**src/rtl/mem_access_unit_if.sv**
```systemverilog
// Data-bus bundle between the MEM-stage access unit (master) and the memory system (slave).
// Single-beat req/ack handshake; read data is valid in the ack cycle.
interface mem_access_unit_if;
    logic        bus_req;
    logic        bus_we;
    logic [31:0] bus_addr;
    logic [3:0]  bus_be;
    logic [31:0] bus_wdata;
    logic        bus_ack;
    logic [31:0] bus_rdata;

    modport master (
        output bus_req,
        output bus_we,
        output bus_addr,
        output bus_be,
        output bus_wdata,
        input  bus_ack,
        input  bus_rdata
    );

    modport slave (
        input  bus_req,
        input  bus_we,
        input  bus_addr,
        input  bus_be,
        input  bus_wdata,
        output bus_ack,
        output bus_rdata
    );
endinterface

```
**src/rtl/mem_access_unit.sv**
```systemverilog
// kanade32 MEM-stage access unit: one word-aligned, byte-enabled bus transaction per load/store,
// pipeline stall until completion, load alignment and extension toward MEM/WB.
module mem_access_unit #(
    parameter int unsigned TIMEOUT_CYCLES = 255
) (
    input  logic              clk,
    input  logic              reset_n,
    input  logic              mem_read,
    input  logic              mem_write,
    input  logic [2:0]        acc_mode,
    input  logic [31:0]       addr,
    input  logic [31:0]       wdata,
    input  logic              hold,
    output logic              stall,
    output logic [31:0]       mem_data,
    output logic              addr_err,
    output logic              bus_err,
    mem_access_unit_if.master bus
);

    // Counter only needs to reach TIMEOUT_CYCLES-1; the expiring cycle is detected by compare.
    localparam int unsigned CntW = (TIMEOUT_CYCLES > 1) ? $clog2(TIMEOUT_CYCLES) : 1;
    localparam logic [CntW-1:0] CntLast = CntW'(TIMEOUT_CYCLES - 1);

    typedef enum logic [1:0] {
        StIdle,
        StBusy,
        StDone
    } state_e;

    state_e          state_q, state_d;
    logic [CntW-1:0] cnt_q, cnt_d;
    logic            req_q, req_d;
    logic            we_q, we_d;
    logic [31:0]     addr_q, addr_d;
    logic [3:0]      be_q, be_d;
    logic [31:0]     wdata_q, wdata_d;
    logic [1:0]      off_q, off_d;
    logic            byte_q, byte_d;
    logic            half_q, half_d;
    logic            sign_q, sign_d;
    logic [31:0]     mem_data_q, mem_data_d;
    logic            addr_err_q, addr_err_d;
    logic            bus_err_q, bus_err_d;

    logic        access;
    logic        is_byte;
    logic        is_half;
    logic        is_signed;
    logic        misaligned;
    logic [3:0]  be_new;
    logic [31:0] wdata_new;
    logic [31:0] shifted;
    logic [31:0] load_fmt;

    assign access = mem_read | mem_write;

    always_comb begin
        is_byte   = 1'b0;
        is_half   = 1'b0;
        is_signed = 1'b0;
        case (acc_mode)
            3'd1: begin
                is_half   = 1'b1;
                is_signed = 1'b1;
            end
            3'd2: is_half = 1'b1;
            3'd3: begin
                is_byte   = 1'b1;
                is_signed = 1'b1;
            end
            3'd4: is_byte = 1'b1;
            default: ;
        endcase
    end

    always_comb begin
        misaligned = 1'b0;
        be_new     = 4'b1111;
        wdata_new  = wdata;
        if (is_byte) begin
            be_new    = 4'b0001 << addr[1:0];
            wdata_new = {4{wdata[7:0]}};
        end else if (is_half) begin
            misaligned = addr[0];
            be_new     = addr[1] ? 4'b1100 : 4'b0011;
            wdata_new  = {2{wdata[15:0]}};
        end else begin
            misaligned = |addr[1:0];
        end
    end

    // Little-endian extraction uses the offset and mode captured when the access was issued.
    always_comb begin
        shifted  = bus.bus_rdata >> {off_q, 3'b000};
        load_fmt = shifted;
        if (byte_q) begin
            load_fmt = {{24{sign_q & shifted[7]}}, shifted[7:0]};
        end else if (half_q) begin
            load_fmt = {{16{sign_q & shifted[15]}}, shifted[15:0]};
        end
    end

    always_comb begin
        state_d    = state_q;
        cnt_d      = cnt_q;
        req_d      = req_q;
        we_d       = we_q;
        addr_d     = addr_q;
        be_d       = be_q;
        wdata_d    = wdata_q;
        off_d      = off_q;
        byte_d     = byte_q;
        half_d     = half_q;
        sign_d     = sign_q;
        mem_data_d = mem_data_q;
        addr_err_d = 1'b0;
        bus_err_d  = 1'b0;
        stall      = 1'b0;

        unique case (state_q)
            StIdle: begin
                if (access) begin
                    stall = 1'b1;
                    if (misaligned) begin
                        state_d    = StDone;
                        mem_data_d = 32'h0;
                        addr_err_d = 1'b1;
                    end else begin
                        state_d = StBusy;
                        cnt_d   = '0;
                        req_d   = 1'b1;
                        we_d    = mem_write;
                        addr_d  = {addr[31:2], 2'b00};
                        be_d    = be_new;
                        wdata_d = wdata_new;
                        off_d   = addr[1:0];
                        byte_d  = is_byte;
                        half_d  = is_half;
                        sign_d  = is_signed;
                    end
                end
            end
            StBusy: begin
                stall = 1'b1;
                if (bus.bus_ack) begin
                    state_d    = StDone;
                    req_d      = 1'b0;
                    mem_data_d = we_q ? 32'h0 : load_fmt;
                end else if (cnt_q == CntLast) begin
                    state_d    = StDone;
                    req_d      = 1'b0;
                    mem_data_d = 32'h0;
                    bus_err_d  = 1'b1;
                end else begin
                    cnt_d = cnt_q + CntW'(1);
                end
            end
            StDone: begin
                if (!hold) begin
                    state_d = StIdle;
                end
            end
            default: state_d = StIdle;
        endcase
    end

    always_ff @(posedge clk) begin
        if (!reset_n) begin
            state_q    <= StIdle;
            cnt_q      <= '0;
            req_q      <= 1'b0;
            we_q       <= 1'b0;
            addr_q     <= 32'h0;
            be_q       <= 4'h0;
            wdata_q    <= 32'h0;
            off_q      <= 2'b00;
            byte_q     <= 1'b0;
            half_q     <= 1'b0;
            sign_q     <= 1'b0;
            mem_data_q <= 32'h0;
            addr_err_q <= 1'b0;
            bus_err_q  <= 1'b0;
        end else begin
            state_q    <= state_d;
            cnt_q      <= cnt_d;
            req_q      <= req_d;
            we_q       <= we_d;
            addr_q     <= addr_d;
            be_q       <= be_d;
            wdata_q    <= wdata_d;
            off_q      <= off_d;
            byte_q     <= byte_d;
            half_q     <= half_d;
            sign_q     <= sign_d;
            mem_data_q <= mem_data_d;
            addr_err_q <= addr_err_d;
            bus_err_q  <= bus_err_d;
        end
    end

    assign mem_data      = mem_data_q;
    assign addr_err      = addr_err_q;
    assign bus_err       = bus_err_q;
    assign bus.bus_req   = req_q;
    assign bus.bus_we    = we_q;
    assign bus.bus_addr  = addr_q;
    assign bus.bus_be    = be_q;
    assign bus.bus_wdata = wdata_q;

endmodule

```
**src/flat_wrapper.sv**
```systemverilog
// flat-port wrapper written by rule: the top's interface ports become plain ports
module mem_access_unit_flat 
#(
    parameter int unsigned TIMEOUT_CYCLES = 255
)
  (clk, reset_n, mem_read, mem_write, acc_mode, addr, wdata, hold, stall, mem_data, addr_err, bus_err, bus_bus_req, bus_bus_we, bus_bus_addr, bus_bus_be, bus_bus_wdata, bus_bus_ack, bus_bus_rdata);
  mem_access_unit_if bus_i ();
  input  logic clk;
  input  logic reset_n;
  input  logic mem_read;
  input  logic mem_write;
  input  logic [2:0] acc_mode;
  input  logic [31:0] addr;
  input  logic [31:0] wdata;
  input  logic hold;
  output logic stall;
  output logic [31:0] mem_data;
  output logic addr_err;
  output logic bus_err;
  output wire logic [$bits(bus_i.bus_req)-1:0] bus_bus_req;
  output wire logic [$bits(bus_i.bus_we)-1:0] bus_bus_we;
  output wire logic [$bits(bus_i.bus_addr)-1:0] bus_bus_addr;
  output wire logic [$bits(bus_i.bus_be)-1:0] bus_bus_be;
  output wire logic [$bits(bus_i.bus_wdata)-1:0] bus_bus_wdata;
  input wire logic [$bits(bus_i.bus_ack)-1:0] bus_bus_ack;
  input wire logic [$bits(bus_i.bus_rdata)-1:0] bus_bus_rdata;
  assign bus_bus_req = bus_i.bus_req;
  assign bus_bus_we = bus_i.bus_we;
  assign bus_bus_addr = bus_i.bus_addr;
  assign bus_bus_be = bus_i.bus_be;
  assign bus_bus_wdata = bus_i.bus_wdata;
  assign bus_i.bus_ack = bus_bus_ack;
  assign bus_i.bus_rdata = bus_bus_rdata;
  mem_access_unit #(.TIMEOUT_CYCLES(TIMEOUT_CYCLES)) u_core (.clk(clk), .reset_n(reset_n), .mem_read(mem_read), .mem_write(mem_write), .acc_mode(acc_mode), .addr(addr), .wdata(wdata), .hold(hold), .stall(stall), .mem_data(mem_data), .addr_err(addr_err), .bus_err(bus_err), .bus(bus_i));
endmodule
```
**config.mk**
```make
export PLATFORM = sky130hd
export DESIGN_NAME = mem_access_unit_flat
export DESIGN_NICKNAME = d
export VERILOG_FILES = /design/src/rtl/mem_access_unit_if.sv /design/src/rtl/mem_access_unit.sv /design/src/flat_wrapper.sv
export SDC_FILE = /design/constraint.sdc
export NUM_CORES = 1
export LEC_CHECK = 0
export CAP_MARGIN = 0
export CORE_ASPECT_RATIO = 0.7
export CORE_MARGIN = 5
export CORE_UTILIZATION = 40
export DETAILED_ROUTE_END_ITERATION = 8
export PLACE_DENSITY = 0.77
export RECOVER_POWER = 25
export SLEW_MARGIN = 40
export SYNTH_ARGS = -nofsm -noshare
export SYNTH_HDL_FRONTEND = slang
export SYNTH_SLANG_ARGS = --single-unit
```
**constraint.sdc**
```tcl
create_clock -name clk -period 1.9 [get_ports clk]
set_clock_uncertainty 0.15 [all_clocks]
set_input_delay 0.285 -clock clk [delete_from_list [all_inputs] [get_ports clk]]
set_output_delay 0.285 -clock clk [all_outputs]
set_load 0.1 [all_outputs]
```
# ---- After elaboration in Yosys (flattened, before gate mapping)
# Cells that the tools add are included.
# Widths: inputs -> output; s select.
dict set report word_totals {
  register_bits 117
  in_bits 105
  out_inout_bits 105
  wordCells 88
}
dict set report classes {
  n_addsub 1
  eq_ne 14
  shift 2
  mux 38
  bitwise 6
  reduce_logical 13
}
# operator count
set op_table {}
lappend op_table {{$mux 32} 9}
lappend op_table {{$pmux 32 s2} 1}
lappend op_table {{$mux 8} 4}
lappend op_table {{$shr 32x5->32} 1}
lappend op_table {{$pmux 8 s2} 1}
lappend op_table {{$mux 1} 12}
lappend op_table {{$mux 4} 3}
lappend op_table {{$mux 2} 5}
lappend op_table {{$reduce_and 3->1} 3}
lappend op_table {{$add 8x1->8 const B} 1}
lappend op_table {{$eq 8x8->1 const B} 1}
lappend op_table {{$ne 2x2->1 const B} 4}
lappend op_table {{$reduce_and 4->1} 2}
lappend op_table {{$reduce_or 2->1} 4}
lappend op_table {{$eq 3x2->1 const B} 2}
lappend op_table {{$pmux 2 s3} 1}
lappend op_table {{$reduce_and 5->1} 1}
lappend op_table {{$ne 2x1->1 const B} 2}
lappend op_table {{$pmux 1 s2} 2}
lappend op_table {{$shl 1x2->4 const A} 1}
lappend op_table {{$eq 3x1->1 const B} 1}
lappend op_table {{$eq 3x3->1 const B} 1}
lappend op_table {{$ne 3x2->1 const B} 1}
lappend op_table {{$not 1->1} 3}
lappend op_table {{other kinds (7)} 8}

# ---- Logic depth before layout (Yosys ltp)
# Gate-level depths: netlist of the first run.
dict set report depth {
  depth_word 8
  ltp_mapped 9
}

# ---- Least setup slack after synthesis of the first run
# No wires, ideal clock.
dict set report synth_timing {
  path_type {register to output}
  start {reg u_core.state_q[0]}
  end {out stall}
  arrival_time_ns 1.943
  t_required_ns 1.465
  slack_ns -0.478
  path_stages_with_launch 3
  path_buffers 0
  cell_sequence {dfxtp_1 > inv_1 > a21oi_1}
}
dict set report synth_between {
  elab_chain_cells 2
  word_cells_on_any_way 3
  classes_between {1 x eq/ne; 1 x mux; 1 x reduce/logical}
}
# item line_no
set synth_lines {}
lappend synth_lines {{from (decl)} mem_access_unit.sv:31} ;# state_e state_q, state_d;
lappend synth_lines {{from (signal assigned)} mem_access_unit.sv:170} ;# state_q <= StIdle;
lappend synth_lines {{from (signal assigned)} mem_access_unit.sv:185} ;# state_q <= state_d;
lappend synth_lines {{$eq 2x1->1 / $logic_not 2->1 (equally long branches)} mem_access_unit.sv:121} ;# unique case (state_q)
lappend synth_lines {{$pmux 1 s2 (*)} mem_access_unit.sv:121}
lappend synth_lines {{to (decl)} flat_wrapper.sv:16} ;# output logic stall;
# Mark *: on every way between the ends. The rest lies on a longest branch, timed or not.

# ---- Worst setup path in the final report of the first run
dict set report layout_timing {
  start {reg u_core.cnt_q[0]}
  end {reg u_core.mem_data_q[7], in the netlist u_core.mem_data[7]}
}
dict set report layout_between {
  elab_chain_cells 3
}
# item line_no
set layout_lines {}
lappend layout_lines {{from (decl)} mem_access_unit.sv:32} ;# logic [CntW-1:0] cnt_q, cnt_d;
lappend layout_lines {{from (signal assigned)} mem_access_unit.sv:186} ;# cnt_q <= cnt_d;
lappend layout_lines {{$eq 8x8->1} mem_access_unit.sv:150} ;# end else if (cnt_q == CntLast) begin
lappend layout_lines {{$ne 3x2->1 (no line)} n/a}
lappend layout_lines {{$reduce_and 4->1 (no line)} n/a}
lappend layout_lines {{to (signal assigned)} mem_access_unit.sv:196} ;# mem_data_q <= mem_data_d;
lappend layout_lines {{to (decl)} mem_access_unit.sv:42} ;# logic [31:0] mem_data_q, mem_data_d;
# Every way passes these cells.
# A chain may end at the register's enable or synchronous reset.

==> summary.md, run 1 <==
| Metric | Value |
|---|---|
| Total congestion overflow | 0 |
| Reg2reg setup slack | 0.06 ns |
| Critical path fanouts, max | 4 |
| DRT antenna net count | 0 |
| Die H | roughly 110 µm |
| Crit Path Class | flop to flop |
| CTS H-tree lvls | 4 |
| Hold Violations, Final | 0 |
| CP endpoint | u_core.mem_data[7] |
| Maximum VDD drop | 0.7042 mV |
| CTS max path bufs | 2 |
| Gr usage total | 0.2255 |
| Outcome | complete, no violations |
| Register area share after synthesis | 0.4202 |
| Die Area | 16,430 µm² |
| Routed WL | 19.45 mm |
| HPWL Detailed | 14.42 mm |
| Synth async-reset ratio | 0 |
| Port buffer count | about 210 |
| CTS tree | built |
| Max-cap violations | 0 |
| Hold Buf Count CTS | 0 |
| Layout fillers | 1,072 |
| CP arrival | between 1.5 and 2 ns |
| Final worst-path cycle share | 0.9706 |
| Syn Area/Cell | 8.806 µm² |
| Slew HR | 0.5764 |
| Vias/cell | 5.449 |
| DR pass1 iterations | 5 |
| Achievable clock frequency | 0.5423 GHz |
| Main synth FF type | dfxtp_1 |
| Global-route wire length before repair | roughly 30 mm |
| Average routed wire per standard cell | 18.34 µm |
| Reg2Reg Depth | 8 |
| Post-synthesis register bit count | 117 |
| P per Cell Area | 1072 nW/µm² |
| Clk slew on worst S/H paths | 0.05 ns |
| Met2 wire len | 9.140 mm |
| Yosys cell types | 56 |
| Met1 WL | around 7.9 mm |
| Synthesis-to-layout area growth | 63.64% |
| Worst reg2reg endpoint | u_core.mem_data[7] |
| Instance count of the mapped netlist | 633 |
| Post-route insts no fill | between 1,000 and 1,500 |
| Reg2reg start | u_core.cnt_q[0] |
| Largest net degree at the start of global routing | 43 |
| Vias in the first global route | 5,694 |
| Final Slew Violations | 0 |
| # nets final | 963 |
| Final Hold Slack | around 0.11 ns |
| Tightest Pin Transition | between 0.6 and 0.7 ns |
| Die X | about 150 µm |
| Syn Std Cell Area | ~5600 µm² |
| Initial antenna violation count | 1 |
| Root Driver | clkbuf_16 |
| Setup crit end kind | flop |
| Clk sink count | 117 |
| Worst Path Required | a little over 2 ns |
| Post-synth EDFFs | 0 |
| Drt initial violations | 402 |
| DRC Markers | 0 |
| Worst-Skew Late Latency | ~0.4 ns |
| CTS buffer count | 17 |
| Max Used Layer | met4 |
| Initial cell density of the core | 0.4044 |
| Worst Setup SP | u_core.cnt_q[0] |
| Core region area | 13,780 µm² |
| Layout cells sized above 1 | 0.2451 |
| DR WL met3 | 2.072 mm |
| CP Launch Type | flop |
| Dpl cells | 1,022 |
| Setup-violating endpoint count in the final report | 0 |
| Ports | 210 |
| Warnings from Yosys | 0 |
| Routability cong. | 0.8697 |
| Row cnt | 36 |
| Static Leak | 3.788 nW |
| Hold WC Path Type | primary input to flop |
| Period minus WS final | ~1.8 ns |
| Vias | 5,776 |
-- logic make-up after synthesis --
| logic type | count (synthesis) | share of synthesized area |
|---|---|---|
| compound gates | 226 | 0.3068 |
| xor+xnor | 9 | 0.01549 |
| fa+ha+maj | 2 | 0.004489 |
| buf+inv | 69 | 0.06330 |
| flops | 117 | 0.4202 |
| mux | 25 | 0.04714 |
| other cells | 1 | 0.0006728 |
| simple gates | 184 | 0.1419 |
-- metrics by stage --
| step | worst slack (ns) | setup TNS, ns | cell area [µm²] | power, mW | utilization |
|---|---|---|---|---|---|
| after floorplan | 0.07699 | 0 | 5583 | 5.049 | - |
| after global placement | -0.3463 | -32.40 | 9091 | 6.472 | 0.6596 |
| after detailed placement | -0.5136 | -38.38 | 9091 | 6.535 | 0.6596 |
| after CTS | 0.003908 | 0 | 9759 | 10.11 | 0.7081 |
| after global routing | -0.02642 | -0.1080 | 9121 | 10.11 | 0.6618 |
| final | 0.05594 | 0 | 9121 | 9.782 | 0.6618 |
-- worst max-delay path: stages, from the launching register on --
cell and delay, ns:
dfxtp_1 0.33, inv_2 0.07, ha_1 0.17, nand3_2 0.11, o21ba_2 0.24, a21oi_4 0.16, a21boi_4 0.11, buf_4 0.17
a22o_1 0.22
-- repair_timing --
action | in CTS | in global routing
pin swaps | 0 | 4
setup buffers | 0 | 1
gates resized for setup | 5 | 12
cloned | 0 | 4
setup endpoints to repair | 16 | 59
-- worst min-delay path by stage --
stage | from | end | cells after the start
floorplan | addr[28] | u_core.bus.bus_addr[28] | 2
global placement | u_core.bus.bus_addr[18] | u_core.bus.bus_addr[18] | 2
detailed placement | u_core.bus.bus_be[0] | u_core.bus.bus_be[0] | 2
CTS | reset_n | u_core.bus.bus_req | 3
global route | reset_n | u_core.state_q[1] | 2
finish | reset_n | u_core.state_q[0] | 3
-- sequential cells by signal, summed over array words and instances, names as in the netlist, 2 cells and up --
register and cells:
u_core.bus.bus_addr 30, u_core.bus.bus_be 4, u_core.bus.bus_wdata 32, u_core.cnt_q 8, u_core.mem_data 32, u_core.off_q 2
u_core.state_q 2
-- where the power goes --
| part | internal (mW) | switching, mW | total, mW |
|---|---|---|---|
| clock network | 2.40 | 1.15 | 3.55 |
| registers | 2.66 | 0.174 | 2.84 |
| logic | 1.14 | 2.25 | 3.39 |
| total | 6.20 | 3.58 | 9.78 |
-- Yosys cell counts (all sizes together) (2+ instances only) --
cell type,number,area share
o211a,16,0.029
buf,34,0.040
a31oi,11,0.012
inv,14,0.0094
a22o,9,0.014
nand3,8,0.0072
ha,2,0.0045
nand2,117,0.080
o21ai,24,0.022
nor2,32,0.022
nor3b,3,0.0061
a222oi,8,0.014
a211o,7,0.011
clkbuf,21,0.014
a32o,14,0.025
o21bai,11,0.018
a21boi,44,0.060
nor3,7,0.0072
xnor2,8,0.014
nor2b,11,0.012
a21oi,41,0.039
a21o,8,0.011
o211ai,9,0.012
dfxtp,117,0.42
o2bb2ai,17,0.027
mux2i,24,0.043
-- metal layers --
layer  GRT usage  vias to the layer above
met5           0                        -
met4     0.07697                        0
met3     0.08891                       33
met2      0.3680                      277
met1      0.2725                     2737
li1            -                     2729
-- layout make-up --
cell class,count,area (µm²),area share
Antenna cell,1,2.502,0.0002743
Clock buffer,20,456.7,0.05007
Clock inverter,12,201.4,0.02209
Inverter,14,52.55,0.005761
Multi-Input combinational cell,448,2933,0.3215
Sequential cell,117,2347,0.2573
Tap cell,190,237.7,0.02606
Timing Repair Buffer,258,2890,0.3169
-- cells in the final DEF (no fill, tap or decap), types with 9 or more instances in the layout --
| cell type | n |
|---|---|
| inv_1 | 13 |
| clkdlybuf4s50_1 | 101 |
| o21ai_0 | 20 |
| a21oi_1 | 38 |
| a21boi_0 | 35 |
| clkbuf_16 | 20 |
| clkbuf_2 | 52 |
| a31oi_1 | 11 |
| mux2i_1 | 24 |
| o211a_1 | 16 |
| o2bb2ai_1 | 17 |
| nor2b_1 | 11 |
| dfxtp_1 | 113 |
| buf_4 | 35 |
| a22o_1 | 9 |
| a32o_1 | 14 |
| nand2_1 | 115 |
| buf_12 | 61 |
| o211ai_1 | 9 |
| nor2_1 | 32 |
Note: power is estimated with default switching activity, not from simulation.
==> inputs of run 2 (changes only) <==
--- a/config.mk
+++ b/config.mk
@@ -8,9 +8,9 @@
 export CAP_MARGIN = 0
 export CORE_ASPECT_RATIO = 0.7
 export CORE_MARGIN = 5
-export CORE_UTILIZATION = 40
+export CORE_UTILIZATION = 45
 export DETAILED_ROUTE_END_ITERATION = 8
-export PLACE_DENSITY = 0.77
+export PLACE_DENSITY = 0.81
 export RECOVER_POWER = 25
 export SLEW_MARGIN = 40
 export SYNTH_ARGS = -nofsm -noshare
==> constraint.sdc (replaced) <==
create_clock -name clk -period 2.3 [get_ports clk]
set_clock_uncertainty 0.15 [all_clocks]
set_input_delay 0.345 -clock clk [delete_from_list [all_inputs] [get_ports clk]]
set_output_delay 0.345 -clock clk [all_outputs]
set_load 0.1 [all_outputs]
==> run 2 against run 1 <==
Largest power group unchanged. Clock-buffer cell count increased by 2. Wire length decreased by 6.1%. Clock power decreased by 23%. Highest routed layer unchanged.
==> summary.md, run 2 (synthesized netlist as in run 1, its figures left out) <==
| Metric | Value |
|---|---|
| Hold Violations, Final | 0 |
| CP Cell Sequence | clkdlybuf4s50_1 -> nand2_1 -> a21oi_4 -> o31ai_2 -> a21boi_2 -> buf_4 -> o2bb2ai_1 |
| DR WL met3 | 2.161 mm |
| Worst Slack Setup Final | 0.2401 ns |
| Reg2reg setup slack | 0.31 ns |
| Setup-violating endpoint count in the final report | 0 |
| # nets final | 942 |
| Layout fillers | 987 |
| TNS Setup | 0 ns |
| Row cnt | 34 |
| CP arrival | 2.24 ns |
| Synthesis-to-layout area growth | 45.21% |
| Worst reg2reg endpoint | u_core.mem_data[0] |
| CP Launch Type | primary input |
| Layout cells sized above 1 | 0.2151 |
| Max Used Layer | met4 |
| Period minus WS final | 2.060 ns |
| Hold Path Sink | u_core.bus_err |
| CTS buffer count | 17 |
| Global-route wire length before repair | 28.53 mm |
| Critical path fanouts, max | 17 |
| Setup crit end kind | flop |
| Average routed wire per standard cell | 18.11 µm |
| Critical path's slowest cell | clkdlybuf4s50_1 |
| Crit Path Class | primary input to flop |
| Gr usage total | 0.2448 |
| Reg2reg start | u_core.off_q[0] |
| Root Driver | clkbuf_16 |
| CTS tree | built |
| Vias/cell | 5.590 |
| Unrepaired setup endpoints after global routing | false |
| CTS H-tree lvls | 4 |
| DRT antenna net count | 0 |
| Vias | ~5,600 |
| DR pass1 iterations | 5 |
| Routability cong. | 0.9166 |
| Hold WC Path Type | primary input to flop |
| Die X | 143.0 µm |
| Static Leak | 3.450 nW |
| Met1 WL | about 7 mm |
| Achievable clock frequency | 0.4855 GHz |
| Register area | 2342 µm² |
| Drt initial violations | 474 |
| Hold Buf Count CTS | 0 |
| Multi-input gate area | 2919 µm² |
| Switching power | 2.841 mW |
| Critical Path Max Stage Delay | ~0.64 ns |
| Logic gate share of total power | 0.330 |
| Die H | 103.1 µm |
| Final Total Pwr | 7.552 mW |
| Tightest Pin Transition | 0.7167 ns |
| Initial cell density of the core | 0.4534 |
| Largest net degree at the start of global routing | 56 |
| Place WS | -0.2053 ns |
| Worst-Skew Late Latency | 0.41 ns |
| Internal Power | 4.711 mW |
| Core region area | 12,290 µm² |
| Most frequent cells in the layout | dfxtp_1, nand2_1, clkdlybuf4s50_1 |
| Hold wc startpoint | reset_n |
| Most common cell after layout, fill and taps aside | dfxtp_1 |
| DRC Markers | 0 |
| Port buffer count | a little over 200 |
| P per Cell Area | just over 900 nW/µm² |
| Clk sink count | 117 |
| Maximum VDD drop | 0.5578 mV |
| Reg power frac | 0.306 |
| N_diodes | 0 |
| Clock power frac | 0.363 |
| Initial antenna violation count | 0 |
| CTS max path bufs | 2 |
| Outcome | complete, no violations |
| Routed WL | 18.25 mm |
| Ports | 210 |
| Worst hold stages | 3 |
| Total congestion overflow | 0 |
| Clk slew on worst S/H paths | 0.05 ns |
| Die Area | around 15,000 µm² |
| Worst Path Required | 2.48 ns |
| HPWL Detailed | 13.28 mm |
| Sw Ratio | 0.3762 |
| Max-cap violations | 0 |
| Final Slew Violations | 0 |
| Reg2Reg Depth | 4 |
| Met2 wire len | 8.723 mm |
| Vias in the first global route | 5,480 |
| Final Hold Slack | 0.1899 ns |
| Final worst-path cycle share | 0.8956 |
| Slew HR | 0.5198 |
## run 2: cell count changes in the layout (fill, tap and decap cells not counted), moves of 3 or more
cell and change:
buf_12 -56, buf_4 +39, dfxtp_1 +4, dfxtp_2 -4, a21boi_0 +3, a21boi_1 -3, buf_6 -3, clkbuf_16 -3
clkbuf_8 +3, clkinv_4 -3
## run 2: power groups by stage
| stage | Sequential [mW] | Combinational, mW | Clock (mW) |
|---|---|---|---|
| 2_1_floorplan | 3.42 | 0.748 | 0 |
| 3_3_place_gp | 2.35 | 2.48 | 0 |
| 3_5_place_dp | 2.35 | 2.52 | 0 |
| 4_1_cts | 2.31 | 2.54 | 2.77 |
| 5_1_grt | 2.33 | 2.61 | 2.88 |
| 6_report | 2.31 | 2.49 | 2.74 |
## run 2: what timing repair did
action | CTS | global route
resized for setup | 0 | 1
buffers inserted | 0 | 0
setup endpoints to repair | 0 | 1
## run 2: how the worst max path moves through the flow
stage,cells past startpoint,from,to
global placement,8,acc_mode[0],u_core.byte_q
detailed placement,6,acc_mode[0],u_core.bus.bus_wdata[10]
finish,7,acc_mode[0],u_core.mem_data[29]
floorplan,3,u_core.bus.bus_we,u_core.mem_data[0]
global route,6,acc_mode[0],u_core.bus.bus_be[1]
CTS,6,acc_mode[0],u_core.bus.bus_wdata[10]
## run 2: layout make-up
cell class | instances | share of cell area
Timing Repair Buffer | 237 | 0.2424
Tap cell | 162 | 0.02504
Clock buffer | 22 | 0.06106
Multi-Input combinational cell | 448 | 0.3606
Clock inverter | 8 | 0.01499
Inverter | 14 | 0.006493
Sequential cell | 117 | 0.2894
## run 2: layer usage
metal | vias up | GRT usage
met5 | - | 0
met4 | 0 | 0.05405
met3 | 19 | 0.09875
met2 | 274 | 0.4040
met1 | 2670 | 0.3044
li1 | 2672 | -
## run 2: worst max-delay path, delay by kind of cell
| family | cells | cell delay [ns] |
|---|---|---|
| simple gates | 1 | 0.22 |
| compound gates | 4 | 0.76 |
| buf+inv | 2 | 0.91 |
## run 2: stage by stage
stage	area (µm²)	cells	utilization
floorplan	5582	634	-
detailed placement	7606	978	0.6187
global route	8094	1008	0.6584
global placement	7596	978	0.6179
finish	8094	1008	0.6584
CTS	8222	1008	0.6687
